==> src/rtl/l1_thresh_pkg.sv <==
// Shared types and constants for the L1 beam-threshold load sequencer.
//   seq_state_t  : sequencer state (IDLE / LOAD / UPDATE)
//   THRESH_W_DEF : default threshold width
//   THRESH_RESET : reset value of a shadow threshold (all-ones = quietest)
package l1_thresh_pkg;

  typedef enum logic [1:0] {
    IDLE   = 2'd0,
    LOAD   = 2'd1,
    UPDATE = 2'd2
  } seq_state_t;

  localparam int THRESH_W_DEF = 18;

  localparam logic [THRESH_W_DEF-1:0] THRESH_RESET = {THRESH_W_DEF{1'b1}};

endpackage

==> src/rtl/lowest_bit_sel.sv <==
// Lowest-set-bit selector, purely combinational.
//   vec_i    : candidate bit vector
//   onehot_o : one-hot of the lowest set bit of vec_i (zero when vec_i is zero)
//   idx_o    : index of that bit (zero when vec_i is zero)
//   found_o  : vec_i has at least one bit set
module lowest_bit_sel #(
  parameter int W     = 2,
  parameter int IDX_W = 1
) (
  input  logic [W-1:0]     vec_i,
  output logic [W-1:0]     onehot_o,
  output logic [IDX_W-1:0] idx_o,
  output logic             found_o
);

  // Scan upward; the first set bit wins and masks every higher one.
  always_comb begin
    logic seen;
    seen     = 1'b0;
    onehot_o = {W{1'b0}};
    idx_o    = {IDX_W{1'b0}};
    for (int i = 0; i < W; i++) begin
      onehot_o[i] = vec_i[i] & ~seen;
      idx_o       = (vec_i[i] && !seen) ? IDX_W'(i) : idx_o;
      seen        = seen | vec_i[i];
    end
  end

  assign found_o = |vec_i;

endmodule

==> src/rtl/l1_thresh_sequencer.sv <==
// Owns the beam-threshold load port of the L1 beamform trigger.
// Writes land in a per-beam shadow file and mark the beam dirty; a commit
// streams every dirty beam (ascending order, one per cycle) into the trigger
// and finishes with a single update strobe.
//   aclk / aresetn      : clock, asynchronous active-low reset
//   wr_valid_i/ready_o  : shadow write handshake (ready only while idle)
//   wr_beam_i/thresh_i  : write target beam and value
//   commit_i            : single-cycle commit request
//   err_clr_i           : clears the sticky out-of-range write error
//   busy_o              : load sequence in progress
//   dirty_o             : shadow entries not yet loaded into the trigger
//   err_o               : sticky, an out-of-range write was accepted
//   thresh_o/thresh_ce_o: threshold value and one-hot beam load enable
//   update_o            : one-cycle update strobe after the last load
module l1_thresh_sequencer
  import l1_thresh_pkg::*;
#(
  parameter int NBEAMS     = 2,
  parameter int THRESH_W   = THRESH_W_DEF,
  parameter int BEAM_IDX_W = (NBEAMS > 1) ? $clog2(NBEAMS) : 1
) (
  input  logic                  aclk,
  input  logic                  aresetn,
  input  logic                  wr_valid_i,
  output logic                  wr_ready_o,
  input  logic [BEAM_IDX_W-1:0] wr_beam_i,
  input  logic [THRESH_W-1:0]   wr_thresh_i,
  input  logic                  commit_i,
  input  logic                  err_clr_i,
  output logic                  busy_o,
  output logic [NBEAMS-1:0]     dirty_o,
  output logic                  err_o,
  output logic [THRESH_W-1:0]   thresh_o,
  output logic [NBEAMS-1:0]     thresh_ce_o,
  output logic                  update_o
);

  seq_state_t            state_q, state_d;
  logic [NBEAMS-1:0]     pend_q, pend_d;
  logic [NBEAMS-1:0]     dirty_q, dirty_d;
  logic [NBEAMS-1:0]     thresh_ce_q, thresh_ce_d;
  logic [THRESH_W-1:0]   thresh_q, thresh_d;
  logic                  commit_pend_q, commit_pend_d;
  logic                  err_q, err_d;
  logic                  update_q, update_d;
  logic                  busy_q, busy_d;
  logic [THRESH_W-1:0]   shadow_q [NBEAMS];
  logic [THRESH_W-1:0]   shadow_d [NBEAMS];

  logic                  wr_fire_s;
  logic                  wr_in_range_s;
  logic                  wr_err_s;
  logic                  commit_req_s;
  logic [NBEAMS-1:0]     wr_bit_s;
  logic [NBEAMS-1:0]     commit_mask_s;
  logic [NBEAMS-1:0]     sel_vec_s;
  logic [NBEAMS-1:0]     sel_onehot_s;
  logic [BEAM_IDX_W-1:0] sel_idx_s;
  logic                  sel_found_s;

  // Ready is the one combinational output: accept writes only while idle.
  assign wr_ready_o = (state_q == IDLE);
  assign wr_fire_s  = wr_valid_i && (state_q == IDLE);

  // One-hot of the accepted write's beam; stays zero for out-of-range beams,
  // which is how an out-of-range write is recognised.
  always_comb begin
    wr_bit_s = {NBEAMS{1'b0}};
    for (int i = 0; i < NBEAMS; i++) begin
      wr_bit_s[i] = wr_fire_s && (wr_beam_i == BEAM_IDX_W'(i));
    end
  end

  assign wr_in_range_s = |wr_bit_s;
  assign wr_err_s      = wr_fire_s && !wr_in_range_s;
  assign commit_req_s  = commit_i || commit_pend_q;
  // A write accepted in the commit cycle is part of that commit.
  assign commit_mask_s = dirty_q | wr_bit_s;
  // Idle picks the first beam of the new mask; LOAD walks what is left.
  assign sel_vec_s     = (state_q == IDLE) ? commit_mask_s : pend_q;

  lowest_bit_sel #(
    .W     (NBEAMS),
    .IDX_W (BEAM_IDX_W)
  ) u_sel (
    .vec_i    (sel_vec_s),
    .onehot_o (sel_onehot_s),
    .idx_o    (sel_idx_s),
    .found_o  (sel_found_s)
  );

  // Next-state logic for the sequencer, shadow file and all registered outputs.
  always_comb begin
    state_d       = state_q;
    pend_d        = pend_q;
    dirty_d       = dirty_q;
    commit_pend_d = commit_pend_q;
    thresh_d      = thresh_q;
    thresh_ce_d   = {NBEAMS{1'b0}};
    update_d      = 1'b0;
    shadow_d      = shadow_q;

    for (int i = 0; i < NBEAMS; i++) begin
      shadow_d[i] = wr_bit_s[i] ? wr_thresh_i : shadow_q[i];
    end
    dirty_d = dirty_q | wr_bit_s;

    // A new error beats a simultaneous clear.
    if (wr_err_s) begin
      err_d = 1'b1;
    end else if (err_clr_i) begin
      err_d = 1'b0;
    end else begin
      err_d = err_q;
    end

    case (state_q)
      IDLE: begin
        // The pending commit is consumed here whether or not it starts a load.
        commit_pend_d = 1'b0;
        if (commit_req_s && sel_found_s) begin
          // The first beam is issued on the commit edge so its enable
          // appears in the very next cycle. shadow_d carries a same-cycle write.
          thresh_ce_d = sel_onehot_s;
          thresh_d    = shadow_d[sel_idx_s];
          dirty_d     = dirty_d & ~sel_onehot_s;
          pend_d      = commit_mask_s & ~sel_onehot_s;
          state_d     = LOAD;
        end else begin
          state_d = IDLE;
        end
      end
      LOAD: begin
        commit_pend_d = commit_pend_q | commit_i;
        if (sel_found_s) begin
          thresh_ce_d = sel_onehot_s;
          thresh_d    = shadow_q[sel_idx_s];
          dirty_d     = dirty_d & ~sel_onehot_s;
          pend_d      = pend_q & ~sel_onehot_s;
          state_d     = LOAD;
        end else begin
          update_d = 1'b1;
          state_d  = UPDATE;
        end
      end
      UPDATE: begin
        commit_pend_d = commit_pend_q | commit_i;
        state_d       = IDLE;
      end
      default: begin
        state_d = IDLE;
      end
    endcase

    busy_d = (state_d != IDLE);
  end

  // State, shadow file and output registers; reset leaves every beam dirty.
  always_ff @(posedge aclk or negedge aresetn) begin
    if (!aresetn) begin
      state_q       <= IDLE;
      pend_q        <= {NBEAMS{1'b0}};
      dirty_q       <= {NBEAMS{1'b1}};
      commit_pend_q <= 1'b0;
      err_q         <= 1'b0;
      thresh_q      <= {THRESH_W{1'b0}};
      thresh_ce_q   <= {NBEAMS{1'b0}};
      update_q      <= 1'b0;
      busy_q        <= 1'b0;
      for (int i = 0; i < NBEAMS; i++) begin
        shadow_q[i] <= {THRESH_W{1'b1}};
      end
    end else begin
      state_q       <= state_d;
      pend_q        <= pend_d;
      dirty_q       <= dirty_d;
      commit_pend_q <= commit_pend_d;
      err_q         <= err_d;
      thresh_q      <= thresh_d;
      thresh_ce_q   <= thresh_ce_d;
      update_q      <= update_d;
      busy_q        <= busy_d;
      shadow_q      <= shadow_d;
    end
  end

  assign busy_o      = busy_q;
  assign dirty_o     = dirty_q;
  assign err_o       = err_q;
  assign thresh_o    = thresh_q;
  assign thresh_ce_o = thresh_ce_q;
  assign update_o    = update_q;

endmodule

==> config.mk <==
export PLATFORM = sky130hd
export DESIGN_NAME = l1_thresh_sequencer
export DESIGN_NICKNAME = d
export VERILOG_FILES = /design/src/rtl/l1_thresh_pkg.sv /design/src/rtl/lowest_bit_sel.sv /design/src/rtl/l1_thresh_sequencer.sv
export SDC_FILE = /design/constraint.sdc
export NUM_CORES = 1
export LEC_CHECK = 0
export BUFFER_PORTS_ARGS = -buffer_cell sky130_fd_sc_hd__buf_4
export CELL_PAD_IN_SITES_DETAIL_PLACEMENT = 2
export CELL_PAD_IN_SITES_GLOBAL_PLACEMENT = 2
export CORE_MARGIN = 1
export CORE_UTILIZATION = 35
export CTS_BUF_LIST = sky130_fd_sc_hd__clkbuf_16
export DETAILED_ROUTE_END_ITERATION = 16
export GPL_TIMING_DRIVEN = 1
export PLACE_DENSITY = 0.7
export SETUP_SLACK_MARGIN = 0.4
export SYNTH_ARGS = -nofsm -noshare
export SYNTH_HDL_FRONTEND = slang
export SYNTH_SLANG_ARGS = --single-unit
export TNS_END_PERCENT = 10
==> constraint.sdc <==
create_clock -name aclk -period 3.5 [get_ports aclk]
set_input_delay 0.175 -clock aclk [delete_from_list [all_inputs] [get_ports aclk]]
set_output_delay 0.175 -clock aclk [all_outputs]
set_load 0.005 [all_outputs]
==> metrics.md <==
| Metric | Value |
|---|---|
| Total of hold buffers inserted after clock tree synthesis | 2 |
| Starting DRC count in detailed routing | 53 |
| Final weighted congestion of routability-driven global placement | approximately 0.7 |
| Later-pin clock latency in the skew report | 330 ps |
| CTS root buf | sky130_fd_sc_hd__clkbuf_16 |
| Die width | 96.7 um |
| Effective utilization at floorplan | between 30 and 40% |
| Design Area, Final | 0.00393 sq mm |
| Cell area after placement | 0.00360 sq mm |
| Commonest non-fill, non-tap cell in the layout | sky130_fd_sc_hd__buf_4 |
| HPWL reported at the end of detailed placement | roughly 4500 um |
| Max-cap viol count | 0 |
| Synthesized instance count | 190 |
| Net count after synthesis | 217 |
| Power per unit of standard cell area | 1180 mW/mm^2 |
| Max rail drop VDD | 0.385 mV |
| Syn Area/Cell | 16.5 sq um |
| Wire length after detailed routing | 6990 um |
| HP Class | input pin to register |
| Area growth from synthesis to layout | 25.4% |
| Data arrival time at the worst-slack endpoint | ~3100 ps |
| Largest fanout on the critical path | 18 |
| Total count of hold-check failures in the final report | 0 |
| Multiplexer fraction of the synthesized cell area | between 30% and 40% |
| Top cells by area in the synthesized netlist | sky130_fd_sc_hd__dfstp_2 32%, sky130_fd_sc_hd__dfrtp_1 22%, sky130_fd_sc_hd__mux4_2 13%, sky130_fd_sc_hd__mux2_4 9.1%, sky130_fd_sc_hd__mux2_2 9.0% |
| H-tree level count | 3 |
| Main combinational cell family by area after synthesis | multiplexers |
| Number of synthesized flops with an enable pin | 0 |
| Yosys Warn Count | 0 |
| Antenna violations before repair | 0 |
| Die Span Y | 96.7 um |
| Most used flip-flop cell after synthesis | sky130_fd_sc_hd__dfstp_2 |
| Routed via count | about 1,900 |
| Post-route clock period utilization | around four fifths |
| Highest attainable clock frequency | about 0.35 GHz |
| Static leakage power | around 0.0017 uW |
| Category of the critical setup timing path | register to register |
| Cell area after synthesis | 0.00314 sq mm |
| Number of DRC violations after detailed routing | 0 |
| Pre-Repair DR Iteration Count | 4 |
| Relative slew slack | 34.6% |
| Number of top-level pins | 50 |
| Share of Yosys cell area claimed by the top area cell type | a little under a third |
| Maximum count of clock buffers along a single path | 2 |
| Setup clock skew after layout | 5.95 ps |
| Antenna cell count | 0 |
| # port buffers | between 40 and 50 |
| Leftover overflow at the end of global routing | 0 |
| Area of the die | ~0.0093 sq mm |
| Post-synthesis compound-gate area fraction | under 10% |
| GRT Util Overall | between 10% and 20% |
| Setup repair after global routing missed its margin | no |
| Sequential share of the synthesized area | 54.2% |
| Number of storage elements in the synthesis netlist | 66 |
| Setup-failing EPs final | 0 |
| TritonCTS clock tree | yes |
| Vias per cell | approximately 5.2 |
| Startpoint types | register |
| Pin count of the biggest net entering global routing | 67 |
| Cell depth of the worst hold path | 2 |
| Post-CTS Setup Inserts | 0 |
| Yosys top cell by area | sky130_fd_sc_hd__dfstp_2 |
| Commonest cells after routing, fill and taps aside | 52 x sky130_fd_sc_hd__buf_4, 38 x sky130_fd_sc_hd__dfstp_2, 28 x sky130_fd_sc_hd__dfrtp_1, 25 x sky130_fd_sc_hd__mux2_2, 19 x sky130_fd_sc_hd__mux2_4 |
| Post-synthesis xor/xnor area fraction | 0% |
| Number of sinks handled by clock tree synthesis | 66 |
| Max-slew violations | 0 |
| Critical Path Sink Type | register |
| Proportion of register bits with asynchronous set or reset after synthesis | 100% |
| Number of distinct library cells after synthesis | 32 |
| Actual slew at the worst max-slew pin | 980 ps |
| Floorplan Core Area | roughly 0.0087 sq mm |
| Post-CTS clock slew at the launch and capture registers of the worst setup and hold paths | about 50 ps |
| Cts bufs inserted | 9 |
| Setup total negative slack | 0 ps |
| Simple-Gate Fraction of Synth Area | under 10% |
| Fraction of final layout cells with drive strength greater than 1 | roughly 68% |
| Worst R2R Path Depth | 6 |
| Standard-cell row count | 34 |
| Synthesized-area fraction occupied by adder cells | 1.20% |
| WP data required | 3710 ps |
| Routed len/inst | slightly below 20 um |
| Number of nets at the end of the flow | roughly 270 |
| Via count of the first global-routing pass | between 2,000 and 2,500 |
| Min Tclk post-route | roughly 2800 ps |
| Residual antenna-violating net count after detailed routing | 0 |
| Post_cts resized | 0 |
| Result of the run | finished clean |
| Wire length of the first global-routing pass | 11,800 um |
[through the flow]
stage | setup WS (ps) | instances | total power (uW) | utilization [%] | hold WS [ps]
after CTS | 626 | 359 | 4740 | 45.3 | 82.6
after floorplan | 1220 | 190 | 3120 | - | -121
after detailed placement | 652 | 341 | 3750 | 41.5 | 331
after global placement | 753 | 341 | 3660 | 41.5 | 328
after global routing | 486 | 359 | 4950 | 45.3 | 89.5
final | 656 | 359 | 4650 | 45.3 | 92.4
[flip-flops by register name, summed over array words and instances (netlist names)]
register,flops
thresh_ce_o,2
thresh_o,18
commit_pend_q,1
dirty_o,2
shadow_q,36
busy_o,1
err_o,1
pend_q,2
state_q,2
update_o,1
[power breakdown]
part | internal (uW) | switching, uW | total, uW | leakage [uW]
Clock | 615 | 316 | 931 | 0.000154
Sequential | 1310 | 207 | 1520 | 0.000745
Combinational | 1280 | 910 | 2190 | 0.000820
Total | 3210 | 1430 | 4650 | 0.00172
[final timing paths]
path | from | endpoint | slack [ps]
hold reg to reg | thresh_o[3]$_DFFE_PN0P_ | thresh_o[3]$_DFFE_PN0P_ | 510
setup reg to reg | state_q[1]$_DFF_PN0_ | thresh_o[1]$_DFFE_PN0P_ | 660
max in group asynchronous | aresetn | thresh_o[6]$_DFFE_PN0P_ | 2460
hold / removal | wr_thresh_i[2] | shadow_q[2]$_DFF_PN1_ | 90
min in group asynchronous | aresetn | thresh_o[14]$_DFFE_PN0P_ | 490
setup / recovery | state_q[1]$_DFF_PN0_ | thresh_o[1]$_DFFE_PN0P_ | 660
[per-layer routing]
metal | up-vias | routed length, um | GRT usage, % | part of all wire [%]
met1 | 1000 | 3080 | 20.8 | 44
met4 | 0 | 138 | 7.81 | 2.0
li1 | 818 | - | - | -
met5 | - | 0 | 0 | 0
met2 | 40 | 3490 | 27.2 | 50
met3 | 12 | 272 | 4.77 | 3.9
[critical path, cell delays in order, from the launching register on]
cell                      delay (ps)
sky130_fd_sc_hd__dfrtp_1         370
sky130_fd_sc_hd__inv_1            80
sky130_fd_sc_hd__ha_1            350
sky130_fd_sc_hd__nand3_2         600
sky130_fd_sc_hd__mux2_1          570
sky130_fd_sc_hd__mux4_2          470
sky130_fd_sc_hd__mux2_2          270
[cell type report]
type | instances | area (sq um)
Clock buffer | 9 | 225
Clock inverter | 7 | 85.1
Fill cell | 850 | 4740
Inverter | 5 | 18.8
Multi-Input combinational cell | 110 | 1360
Sequential cell | 66 | 1700
Tap cell | 108 | 135
Timing Repair Buffer | 54 | 410
[kinds of logic (layout without fill, tap and decap cells)]
| logic type | count (synthesis) | in the layout |
|---|---|---|
| AOI/OAI and AO/OA | 16 | 16 |
| adders and majority gates | 3 | 3 |
| buffers and inverters | 14 | 75 |
| DFF | 66 | 66 |
| muxes | 72 | 72 |
| and+or+nand+nor | 19 | 19 |
[synthesized netlist by cell type (2+ instances only)]
cell	number
sky130_fd_sc_hd__buf_2	4
sky130_fd_sc_hd__o22a_1	2
sky130_fd_sc_hd__dfrtp_1	28
sky130_fd_sc_hd__nor2b_1	5
sky130_fd_sc_hd__a31oi_1	2
sky130_fd_sc_hd__ha_1	3
sky130_fd_sc_hd__mux4_2	18
sky130_fd_sc_hd__buf_6	3
sky130_fd_sc_hd__dfstp_2	38
sky130_fd_sc_hd__o21ai_1	2
sky130_fd_sc_hd__mux2_4	19
sky130_fd_sc_hd__mux2_2	25
sky130_fd_sc_hd__mux2_1	10
sky130_fd_sc_hd__a21oi_1	2
sky130_fd_sc_hd__nor2_1	5
sky130_fd_sc_hd__inv_1	5
sky130_fd_sc_hd__o22ai_1	2
sky130_fd_sc_hd__nor3_1	3
No activity file was read; power rests on OpenSTA's default activity.
